===== config.mk =====
export PLATFORM = sky130hd
export DESIGN_NAME = alu_op_arbiter
export DESIGN_NICKNAME = d
export VERILOG_FILES = /design/src/rtl/alu_op_arbiter_pkg.sv /design/src/rtl/alu_op_arbiter_rr_arbiter2.sv /design/src/rtl/alu_op_arbiter.sv
export SDC_FILE = /design/constraint.sdc
export NUM_CORES = 1
export LEC_CHECK = 0
export ABC_AREA = 1
export BUFFER_PORTS_ARGS = -buffer_cell sky130_fd_sc_hd__buf_4
export CAP_MARGIN = 25
export CORE_ASPECT_RATIO = 1.5
export CORE_MARGIN = 2
export CORE_UTILIZATION = 43
export DETAILED_ROUTE_END_ITERATION = 7
export GPL_ROUTABILITY_DRIVEN = 0
export GPL_TIMING_DRIVEN = 0
export HOLD_SLACK_MARGIN = 0.02
export PLACE_DENSITY = 0.76
export SYNTH_ARGS = -nofsm -noshare
export SYNTH_HDL_FRONTEND = slang
export SYNTH_SLANG_ARGS = --single-unit

===== constraint.sdc =====
create_clock -name clk -period 1.7 [get_ports clk]
set_input_delay 0.255 -clock clk [delete_from_list [all_inputs] [get_ports clk]]
set_output_delay 0.255 -clock clk [all_outputs]
set_load 0.02 [all_outputs]

===== src/rtl/alu_op_arbiter_pkg.sv =====
// Shared types and constants for the ALU operation arbiter: FSM states,
// op-select encodings, operand/result widths and the sign-magnitude helper.
package alu_op_arbiter_pkg;

    localparam int unsigned OP_W  = 8;
    localparam int unsigned RES_W = 16;
    localparam int unsigned N_REQ = 2;

    localparam logic OP_MUL = 1'b0;
    localparam logic OP_DIV = 1'b1;

    typedef enum logic [1:0] {
        IDLE = 2'd0,
        RUN  = 2'd1,
        RESP = 2'd2
    } state_e;

    // Two's-complement magnitude; 0x80 maps to 128, which still fits 8 bits unsigned.
    function automatic logic [OP_W-1:0] mag8(input logic [OP_W-1:0] x);
        return x[OP_W-1] ? OP_W'(~x + OP_W'(1)) : x;
    endfunction

endpackage


===== src/rtl/alu_op_arbiter_rr_arbiter2.sv =====
// Two-way round-robin arbiter: one-hot combinational grant, pointer moves to
// the other requester whenever a grant is actually transferred.
module rr_arbiter2
    import alu_op_arbiter_pkg::*;
(
    input  logic             clk,
    input  logic             rst,
    input  logic [N_REQ-1:0] req,
    input  logic             xfer,
    output logic [N_REQ-1:0] grant_c
);

    logic ptr_q;
    logic ptr_d;

    always_comb begin
        grant_c = req;
        if (req == 2'b11) begin
            grant_c = ptr_q ? 2'b10 : 2'b01;
        end
        ptr_d = ptr_q;
        if (xfer) begin
            ptr_d = grant_c[0];
        end
    end

    always_ff @(posedge clk) begin
        if (rst) begin
            ptr_q <= 1'b0;
        end else begin
            ptr_q <= ptr_d;
        end
    end

endmodule


===== src/rtl/alu_op_arbiter.sv =====
// Arbitrates switch-panel and UART requests onto a shared mul/div datapath.
// Define ALU_OP_ARBITER_TIMEOUT_EN to add a RUN-state timeout counter.
module alu_op_arbiter
    import alu_op_arbiter_pkg::*;
#(
    parameter int unsigned TIMEOUT_CYCLES = 256
) (
    input  logic                  clk,
    input  logic                  rst,
    input  logic [N_REQ-1:0]      req_valid,
    output logic [N_REQ-1:0]      req_ready,
    input  logic [N_REQ*OP_W-1:0] req_a,
    input  logic [N_REQ*OP_W-1:0] req_b,
    input  logic [N_REQ-1:0]      req_div,
    output logic                  dp_start,
    output logic [OP_W-1:0]       dp_a,
    output logic [OP_W-1:0]       dp_b,
    output logic                  dp_div,
    input  logic                  dp_done,
    input  logic [RES_W-1:0]      dp_p,
    output logic                  dp_abort,
    input  logic                  rsp_ready,
    output logic                  rsp_valid,
    output logic                  rsp_id,
    output logic [RES_W-1:0]      rsp_p,
    output logic                  rsp_neg,
    output logic                  rsp_err
);

    state_e            state_q, state_d;
    logic              dp_start_q, dp_start_d;
    logic              dp_abort_q, dp_abort_d;
    logic [OP_W-1:0]   dp_a_q, dp_a_d;
    logic [OP_W-1:0]   dp_b_q, dp_b_d;
    logic              dp_div_q, dp_div_d;
    logic              rsp_valid_q, rsp_valid_d;
    logic              rsp_id_q, rsp_id_d;
    logic [RES_W-1:0]  rsp_p_q, rsp_p_d;
    logic              rsp_neg_q, rsp_neg_d;
    logic              rsp_err_q, rsp_err_d;
    logic              abort_pend_q, abort_pend_d;

    logic [N_REQ-1:0]  grant_c;
    logic              xfer_c;
    logic              win_c;
    logic [OP_W-1:0]   sel_a_c;
    logic [OP_W-1:0]   sel_b_c;
    logic              sel_div_c;

`ifdef ALU_OP_ARBITER_TIMEOUT_EN
    localparam int unsigned CNT_W = $clog2(TIMEOUT_CYCLES + 1);
    logic [CNT_W-1:0]  cnt_q, cnt_d;
`endif

    rr_arbiter2 u_rr (
        .clk     (clk),
        .rst     (rst),
        .req     (req_valid),
        .xfer    (xfer_c),
        .grant_c (grant_c)
    );

    // Ready is the live grant so the handshake completes in the IDLE cycle itself.
    assign req_ready = (state_q == IDLE && !rst) ? grant_c : '0;
    assign xfer_c    = |(req_ready & req_valid);
    assign win_c     = grant_c[1];
    assign sel_a_c   = win_c ? req_a[2*OP_W-1:OP_W] : req_a[OP_W-1:0];
    assign sel_b_c   = win_c ? req_b[2*OP_W-1:OP_W] : req_b[OP_W-1:0];
    assign sel_div_c = win_c ? req_div[1] : req_div[0];

    always_comb begin
        state_d      = state_q;
        dp_start_d   = 1'b0;
        dp_abort_d   = 1'b0;
        dp_a_d       = dp_a_q;
        dp_b_d       = dp_b_q;
        dp_div_d     = dp_div_q;
        rsp_valid_d  = rsp_valid_q;
        rsp_id_d     = rsp_id_q;
        rsp_p_d      = rsp_p_q;
        rsp_neg_d    = rsp_neg_q;
        rsp_err_d    = rsp_err_q;
`ifdef ALU_OP_ARBITER_TIMEOUT_EN
        cnt_d        = cnt_q;
`endif
        // An op cut short by reset must be aborted once reset lets go.
        abort_pend_d = rst & (abort_pend_q | (state_q == RUN));
        if (!rst && abort_pend_q) begin
            dp_abort_d = 1'b1;
        end

        case (state_q)
            IDLE: begin
                if (xfer_c) begin
                    dp_a_d    = mag8(sel_a_c);
                    dp_b_d    = mag8(sel_b_c);
                    dp_div_d  = sel_div_c;
                    rsp_neg_d = sel_a_c[OP_W-1] ^ sel_b_c[OP_W-1];
                    rsp_id_d  = win_c;
                    rsp_p_d   = '0;
                    rsp_err_d = 1'b0;
                    if (sel_div_c == OP_DIV && sel_b_c == '0) begin
                        rsp_err_d   = 1'b1;
                        rsp_valid_d = 1'b1;
                        state_d     = RESP;
                    end else begin
                        dp_start_d = 1'b1;
                        state_d    = RUN;
`ifdef ALU_OP_ARBITER_TIMEOUT_EN
                        cnt_d      = '0;
`endif
                    end
                end
            end
            RUN: begin
                if (dp_done) begin
                    rsp_p_d     = dp_p;
                    rsp_valid_d = 1'b1;
                    state_d     = RESP;
                end
`ifdef ALU_OP_ARBITER_TIMEOUT_EN
                else if (cnt_q == CNT_W'(TIMEOUT_CYCLES - 1)) begin
                    dp_abort_d  = 1'b1;
                    rsp_err_d   = 1'b1;
                    rsp_p_d     = '0;
                    rsp_valid_d = 1'b1;
                    state_d     = RESP;
                end else begin
                    cnt_d = cnt_q + CNT_W'(1);
                end
`endif
            end
            RESP: begin
                if (rsp_ready) begin
                    rsp_valid_d = 1'b0;
                    state_d     = IDLE;
                end
            end
            default: begin
                state_d = IDLE;
            end
        endcase
    end

    always_ff @(posedge clk) begin
        abort_pend_q <= abort_pend_d;
        if (rst) begin
            state_q     <= IDLE;
            dp_start_q  <= 1'b0;
            dp_abort_q  <= 1'b0;
            dp_a_q      <= '0;
            dp_b_q      <= '0;
            dp_div_q    <= OP_MUL;
            rsp_valid_q <= 1'b0;
            rsp_id_q    <= 1'b0;
            rsp_p_q     <= '0;
            rsp_neg_q   <= 1'b0;
            rsp_err_q   <= 1'b0;
`ifdef ALU_OP_ARBITER_TIMEOUT_EN
            cnt_q       <= '0;
`endif
        end else begin
            state_q     <= state_d;
            dp_start_q  <= dp_start_d;
            dp_abort_q  <= dp_abort_d;
            dp_a_q      <= dp_a_d;
            dp_b_q      <= dp_b_d;
            dp_div_q    <= dp_div_d;
            rsp_valid_q <= rsp_valid_d;
            rsp_id_q    <= rsp_id_d;
            rsp_p_q     <= rsp_p_d;
            rsp_neg_q   <= rsp_neg_d;
            rsp_err_q   <= rsp_err_d;
`ifdef ALU_OP_ARBITER_TIMEOUT_EN
            cnt_q       <= cnt_d;
`endif
        end
    end

    assign dp_start  = dp_start_q;
    assign dp_abort  = dp_abort_q;
    assign dp_a      = dp_a_q;
    assign dp_b      = dp_b_q;
    assign dp_div    = dp_div_q;
    assign rsp_valid = rsp_valid_q;
    assign rsp_id    = rsp_id_q;
    assign rsp_p     = rsp_p_q;
    assign rsp_neg   = rsp_neg_q;
    assign rsp_err   = rsp_err_q;

endmodule

==> After elaboration in Yosys (flattened, before gate mapping) <==
Cells that the tools add are included.
{ "classes": {"addsub": 2, "mul": 0, "div_mod_pow": 0, "magnitude_cmp": 0, "eq_ne": 7, "n_shift": 0, "n_mux": 24, "bitwise": 8, "n_reduce_logical": 14} }
{ "ops": {"columns": ["operator", "n"], "rows": [
  ["$mux W16", 2],
  ["$mux W8", 4],
  ["$pmux W16 S2", 1],
  ["$add A8 B1 Y8 const B", 2],
  ["$not A8 Y8", 2],
  ["$mux W2", 7],
  ["$logic_not A8 Y1", 1],
  ["$mux W1", 8],
  ["$pmux W2 S3", 1],
  ["$reduce_and A3 Y1", 2],
  ["$reduce_and A5 Y1", 1],
  ["$eq A2 B2 Y1 const B", 2],
  ["$ne A2 B1 Y1 const B", 2],
  ["$ne A2 B2 Y1 const B", 2],
  ["$logic_and A1 B1 Y1", 3],
  ["$pmux W1 S3", 1],
  ["$reduce_bool A3 Y1", 1],
  ["$reduce_or A3 Y1", 1],
  ["$and A2 B2 Y2", 1],
  ["$eq A2 B1 Y1 const B", 1],
  ["$logic_not A2 Y1", 1],
  ["$not A1 Y1", 2],
  ["$reduce_and A2 Y1", 1],
  ["$reduce_bool A2 Y1", 1],
  ["other kinds (5)", 5]
]} }
{ "totals": {"regBits": 43, "latch_bits": 0, "mem_bits_rw": 0, "romBits": 0, "inputBits": 56, "output_inout_bits": 41, "wordCells": 68, "n_memories": 0} }

==> Longest topological paths before layout <==
{ "depth": {"ltp_word": 8, "depth_mapped": 15, "ltp_nobuf": 14} }

==> Hierarchy <==
From an unflattened synthesis, not the netlist that was laid out.
{ "unflattened": {"hier_cells": 317, "area_unflattened_um2": 2132.0} }
{ "by_module_without_submodules": {"columns": ["module", "n_inst", "cells_each", "area_per_inst_um2", "seq_area_each_um2"], "rows": [
  ["alu_op_arbiter", 1, 306, 2070.7, 840.8],
  ["rr_arbiter2", 1, 11, 61.3, 20.0]
]} }

==> Least setup slack after synthesis <==
OpenSTA, ideal clock, no wires.
{ "synth_path": {"path_kind": "reg2reg", "start": "reg u_rr.ptr_q", "end": "reg rsp_valid_q, in the netlist rsp_valid", "setup_time_ps": 131, "arrival_ps": 1580, "required_time_ps": 1569, "path_slack_ps": -11, "path_stages_with_launch": 14, "n_path_buf": 1, "period_less_slack_ps": 1711, "cell_sequence": "dfxtp_1 inv_2 nand2_4 nand2_8 buf_12 o21ai_2 ha_1 nand3_1 nor2_2 nand3_2 nand2_2 nand2_1 nand2_1 a21oi_2"} }
{ "synth_between": {"elab_chain_cells": 7, "word_cells_on_any_way": 12, "classes_between": "eq/ne: 2; mux: 5; bitwise: 1; reduce/logical: 4"} }
{ "synth_rtl": {"columns": ["element", "line", "rtl"], "rows": [
  ["start, declared", "alu_op_arbiter_rr_arbiter2.sv:13", "logic ptr_q;"],
  ["start signal, assigned", "alu_op_arbiter_rr_arbiter2.sv:31", "ptr_q <= ptr_d;"],
  ["$mux W2 *", "alu_op_arbiter_rr_arbiter2.sv:19", "grant_c = ptr_q ? 2'b10 : 2'b01;"],
  ["$mux W2 *", "alu_op_arbiter_rr_arbiter2.sv:18", "if (req == 2'b11) begin"],
  ["$mux W8 or $mux W2 (tied branches)", "alu_op_arbiter.sv:68, alu_op_arbiter.sv:64", null],
  ["$logic_not A8 Y1 or $and A2 B2 Y2 (tied branches)", "alu_op_arbiter.sv:102, alu_op_arbiter.sv:65", null],
  ["$logic_and A1 B1 Y1 or $reduce_or A2 Y1 (tied branches)", "alu_op_arbiter.sv:102, alu_op_arbiter.sv:65", null],
  ["$ne A2 B1 Y1 (no line)", null, null],
  ["$reduce_and A5 Y1 (no line) *", null, null],
  ["end signal, assigned", "alu_op_arbiter.sv:169", "rsp_valid_q <= rsp_valid_d;"],
  ["end, declared", "alu_op_arbiter.sv:36", "logic rsp_valid_q, rsp_valid_d;"]
]} }
Mark *: on every way between the ends. The rest lies on a longest branch, timed or not.
A chain may end at the register's enable or synchronous reset.

==> Final worst setup path <==
{ "layout_path": {"start": "reg u_rr.ptr_q", "end": "reg dp_b_q[2], in the netlist dp_b[2]"} }
{ "layout_between": {"elab_chain_cells": 6, "word_cells_on_any_way": 10, "classes_between": "add/sub: 1; mux: 5; bitwise: 2; reduce/logical: 2"} }
{ "layout_rtl": {"columns": ["element", "line", "rtl"], "rows": [
  ["$mux W2 *", "alu_op_arbiter_rr_arbiter2.sv:19", null],
  ["$mux W2 *", "alu_op_arbiter_rr_arbiter2.sv:18", null],
  ["$mux W8 or $mux W2 (tied branches)", "alu_op_arbiter.sv:68, alu_op_arbiter.sv:64", null],
  ["$not A8 Y8 or $and A2 B2 Y2 (tied branches)", "alu_op_arbiter_pkg.sv:20, alu_op_arbiter.sv:65", null],
  ["$add A8 B1 Y8 or $reduce_or A2 Y1 (tied branches)", "alu_op_arbiter_pkg.sv:20, alu_op_arbiter.sv:65", null],
  ["$mux W8 or $reduce_and A2 Y1 (tied branches)", null, null],
  ["end signal, assigned", "alu_op_arbiter.sv:167", "dp_b_q <= dp_b_d;"],
  ["end, declared", "alu_op_arbiter.sv:34", "logic [OP_W-1:0] dp_b_q, dp_b_d;"]
]} }
Marks and branches as above.

==> flow_metrics.env <==
export IMPL_path_cells="inv_2 > nand2_4 > nand2_8 > buf_12 > nand2_2 > o21ai_4 > ha_4 > nor2_1 > xor2_1 > nand2_1 > o211ai_1 > inv_1"
export IMPL_synth_edff_count=0
export IMPL_drc=0
export IMPL_start_util_pct=44.3
export IMPL_multi_input_area_um2=1260
export IMPL_setup_ws_ns=0.0371
export IMPL_clock_latency_ns=0.30
export IMPL_seqCellArea_um2=862
export IMPL_hold_buffers=0
export IMPL_finalSetupViolCount=0
export IMPL_routed_wl_mm=5.94
export IMPL_grt_pass1_wl_mm=9.63
export IMPL_pwr_share_comb_pct=36.2
export IMPL_endpoint_kind="register"
export IMPL_finalHoldViolCount=0
export IMPL_fin_area_um2=3360
export IMPL_power_density_nw_per_um2=835
export IMPL_reg2reg_depth=12
export IMPL_core_um2=5080
export IMPL_min_path_type="input pin to register"
export IMPL_ant_nets=0
export IMPL_crit_arrival_ns=1.86
export IMPL_syn_to_final_growth_pct=49.3
export IMPL_antenna_cells=0
export IMPL_avgSynthCellArea_um2=7.21
export IMPL_cpPeakStageDelay_ns=0.34
export IMPL_vdd_drop_max_mv=0.456
export IMPL_io_buffers=95
export IMPL_cts_tree="yes"
export IMPL_nets=483
export IMPL_syn_num_nets=370
export IMPL_internal_power_mw=1.84
export IMPL_sw_frac_of_total_pct=34.5
export IMPL_io_pins=97
export IMPL_path_clk_slew_ns=0.08
export IMPL_clock_sinks=43
export IMPL_fin_crit_sh_pct=97.8
export IMPL_pwr_share_clk_pct=22.5
export IMPL_overflow=0
export IMPL_crit_fanout=8
export IMPL_yosys_most_used_dff="dfxtp_1"
export IMPL_die_area_um2=5840
export IMPL_ys_ff_latch=43
export IMPL_clk_path_buf_depth=2
export IMPL_synth_area_um2=2250
export IMPL_p_seq_share_pct=41.3
export IMPL_crit_buf_inv=3
export IMPL_hp_start="rst"
export IMPL_placed_cell_area_um2=3060
export IMPL_power_total_mw=2.81
export IMPL_drive_above_1_share_pct=40.1
export IMPL_cp_top_family="simple AND/OR/NAND/NOR gates"
export IMPL_vias_per_cell=4.80
export IMPL_grt_start_max_net_pins=14
export IMPL_antenna_found_initial=0
export IMPL_fmaxAchievable_ghz=0.601
export IMPL_wl_per_cell_um=12.0
export IMPL_cap_viol_max_count=0
export IMPL_netlist_instances=312
export IMPL_crit_required_ns=1.90
export IMPL_cts_root_buf="clkbuf_8"
export IMPL_critPathSlowestCell="dfxtp_2"
export IMPL_hpwl_mm=4.57
export IMPL_p_leak_nw=1.68
export IMPL_htree_levels=2
export IMPL_r2r_slack_ns=0.04
export IMPL_num_fill_cells=474
export IMPL_finish_utilization_pct=66.1
export IMPL_ys_seq_area_share_pct=38.2
export IMPL_fin_skew_ns=0.00633
export IMPL_critPathKind="register to register"
export IMPL_tightest_slew_ns=0.449
export IMPL_drt_initial_drc_count=68
export IMPL_die_w_um=63.1
export IMPL_first_pass_iters=4
export IMPL_vias=2369
export IMPL_slew_headroom_pct=70.0
export IMPL_die_h_um=92.6
export IMPL_rsz0062_at_grt="yes"
export IMPL_dp_slack_ns=-0.180
export IMPL_start_kind="register"
export IMPL_power_net_switching_uw=968
export IMPL_synth_distinct_cells=38
export IMPL_rows=32
export IMPL_cts_buffers=5
export IMPL_final_max_slew_violation_count=0
export IMPL_holdPathEnd="u_rr.ptr_q$_SDFFE_PP0N_"
export IMPL_hold_depth=2
export IMPL_r2r_end="dp_b[2]$_SDFFE_PP0N_"
export IMPL_ys_async_sr_fraction_pct=0
export IMPL_rr_startpoint="u_rr.ptr_q$_SDFFE_PP0N_"
export IMPL_yosys_warnings=0
export IMPL_grt_use_total_pct=20.6
export IMPL_status="completed"
export IMPL_min_period_ns=1.66
export IMPL_first_global_vias=2248
[cell usage in the layout, fill, tap and decap left out, types with 2 or more instances in the layout]
cell | netlist | final
buf_4 | 0 | 104
inv_1 | 39 | 37
nor2_2 | 2 | 3
buf_12 | 1 | 2
xnor2_1 | 2 | 2
inv_2 | 3 | 5
o211ai_1 | 2 | 2
nand3_1 | 19 | 17
nand2_4 | 3 | 3
o21ai_2 | 5 | 3
a21oi_2 | 3 | 3
dfxtp_1 | 43 | 42
or2_2 | 2 | 2
o21ai_4 | 1 | 5
clkbuf_1 | 4 | 5
ha_4 | 0 | 2
a21oi_1 | 27 | 27
nor2_1 | 14 | 11
buf_2 | 5 | 3
clkbuf_8 | 0 | 5
o21ai_0 | 22 | 20
xor2_1 | 2 | 2
o21ai_1 | 5 | 5
nand3_2 | 2 | 3
nand4_1 | 2 | 2
nand2_1 | 82 | 77
nand2_2 | 6 | 11
nor2_4 | 1 | 3
buf_6 | 2 | 4
[worst max-delay path by stage]
stage                            start                endpoint  slack (ns)  depth (start not counted)
2_1_floorplan  u_rr.ptr_q$_SDFFE_PP0N_  rsp_valid$_SDFFE_PP0P_        0.02                         13
3_3_place_gp              req_valid[0]  rsp_valid$_SDFFE_PP0P_       -0.16                         13
3_5_place_dp              req_valid[0]  rsp_valid$_SDFFE_PP0P_       -0.18                         13
4_1_cts        u_rr.ptr_q$_SDFFE_PP0N_  rsp_valid$_SDFFE_PP0P_       -0.02                         13
5_1_grt        state_q[1]$_SDFFE_PP0P_  rsp_p[15]$_SDFFE_PP0P_       -0.09                          7
6_report       u_rr.ptr_q$_SDFFE_PP0N_    dp_b[2]$_SDFFE_PP0N_        0.04                         12
[cells by family (layout without fill, tap and decap cells)]
family	after synthesis	in the layout	share of synthesized area (%)
buf+inv	54	168	10.7
compound gates	68	68	17.5
simple gates	140	140	30.5
xor+xnor	4	4	1.56
fa+ha+maj	2	2	1.11
flops	43	43	38.2
mux	1	1	0.445
[through the flow]
stage / TNS, ns / hold slack, ns / std cells
after floorplan: 0 / 0.358 / 312
after global placement: -1.08 / 0.419 / 475
after detailed placement: -1.35 / 0.422 / 475
after CTS: -0.0246 / 0.158 / 491
after global routing: -1.28 / 0.155 / 494
final: 0 / 0.169 / 494
[power by group through the flow]
stage	clock [mW]	sequential (mW)	combinational, mW
CTS	0.653	1.16	0.966
global placement	0	1.18	0.903
finish	0.631	1.16	1.02
floorplan	0	1.28	0.461
detailed placement	0	1.18	0.917
global route	0.694	1.17	1.12
[layer usage]
metal	vias to the layer above	share of wire (%)	track usage, %
met1	1030	36	21.2
met3	19	6.7	4.13
met4	0	3.1	8.89
li1	1221	-	-
met5	-	0	0
met2	99	54	39.4
[sequential cells by signal, summed over array words and instances, names as in the netlist, 2 cells and up]
name	count
dp_a	8
state_q	2
dp_b	8
rsp_p	16
[Yosys cell counts (2+ instances only)]
cell type	instances	area (um2)
inv_1	39	146
nand2_2	6	37.5
o21ai_1	5	25.0
xnor2_1	2	17.5
buf_6	2	22.5
or2_2	2	12.5
buf_2	5	25.0
nand3_1	19	95.1
nand4_1	2	12.5
nand3_2	2	20.0
nand2_4	3	33.8
nor2_2	2	12.5
ha_1	2	25.0
nor2_1	14	52.6
clkbuf_1	4	15.0
o21ai_0	22	110
o21ai_2	5	43.8
a21oi_2	3	26.3
o211ai_1	2	15.0
inv_2	3	11.3
xor2_1	2	17.5
dfxtp_1	43	861
a21oi_1	27	135
nand2_1	82	308
[worst register-to-register path: cells and delay by family (launching register included)]
family	cells	cell delay (ns)
and+or+nand+nor	5	0.42
DFF	1	0.34
buffers and inverters	3	0.24
xor gates and xnor gates	1	0.24
adders and majority gates	1	0.17
AOI/OAI and AO/OA	2	0.15
[timing repair]
item	CTS	global route
endpoints found under the setup margin	11	26
gates resized for setup	7	27
pin swaps	10	16
setup buffers	8	3
[final cells by class]
class	count	share of cell area [%]
multi-input cells	215	37.5
inverters	42	4.69
clock inverters	2	0.372
plain buffers	12	2.72
clock buffers	6	2.16
flip-flops and latches	43	25.7
well taps	68	2.53
repair buffers	106	24.4
No activity file was read; power rests on OpenSTA's default activity.
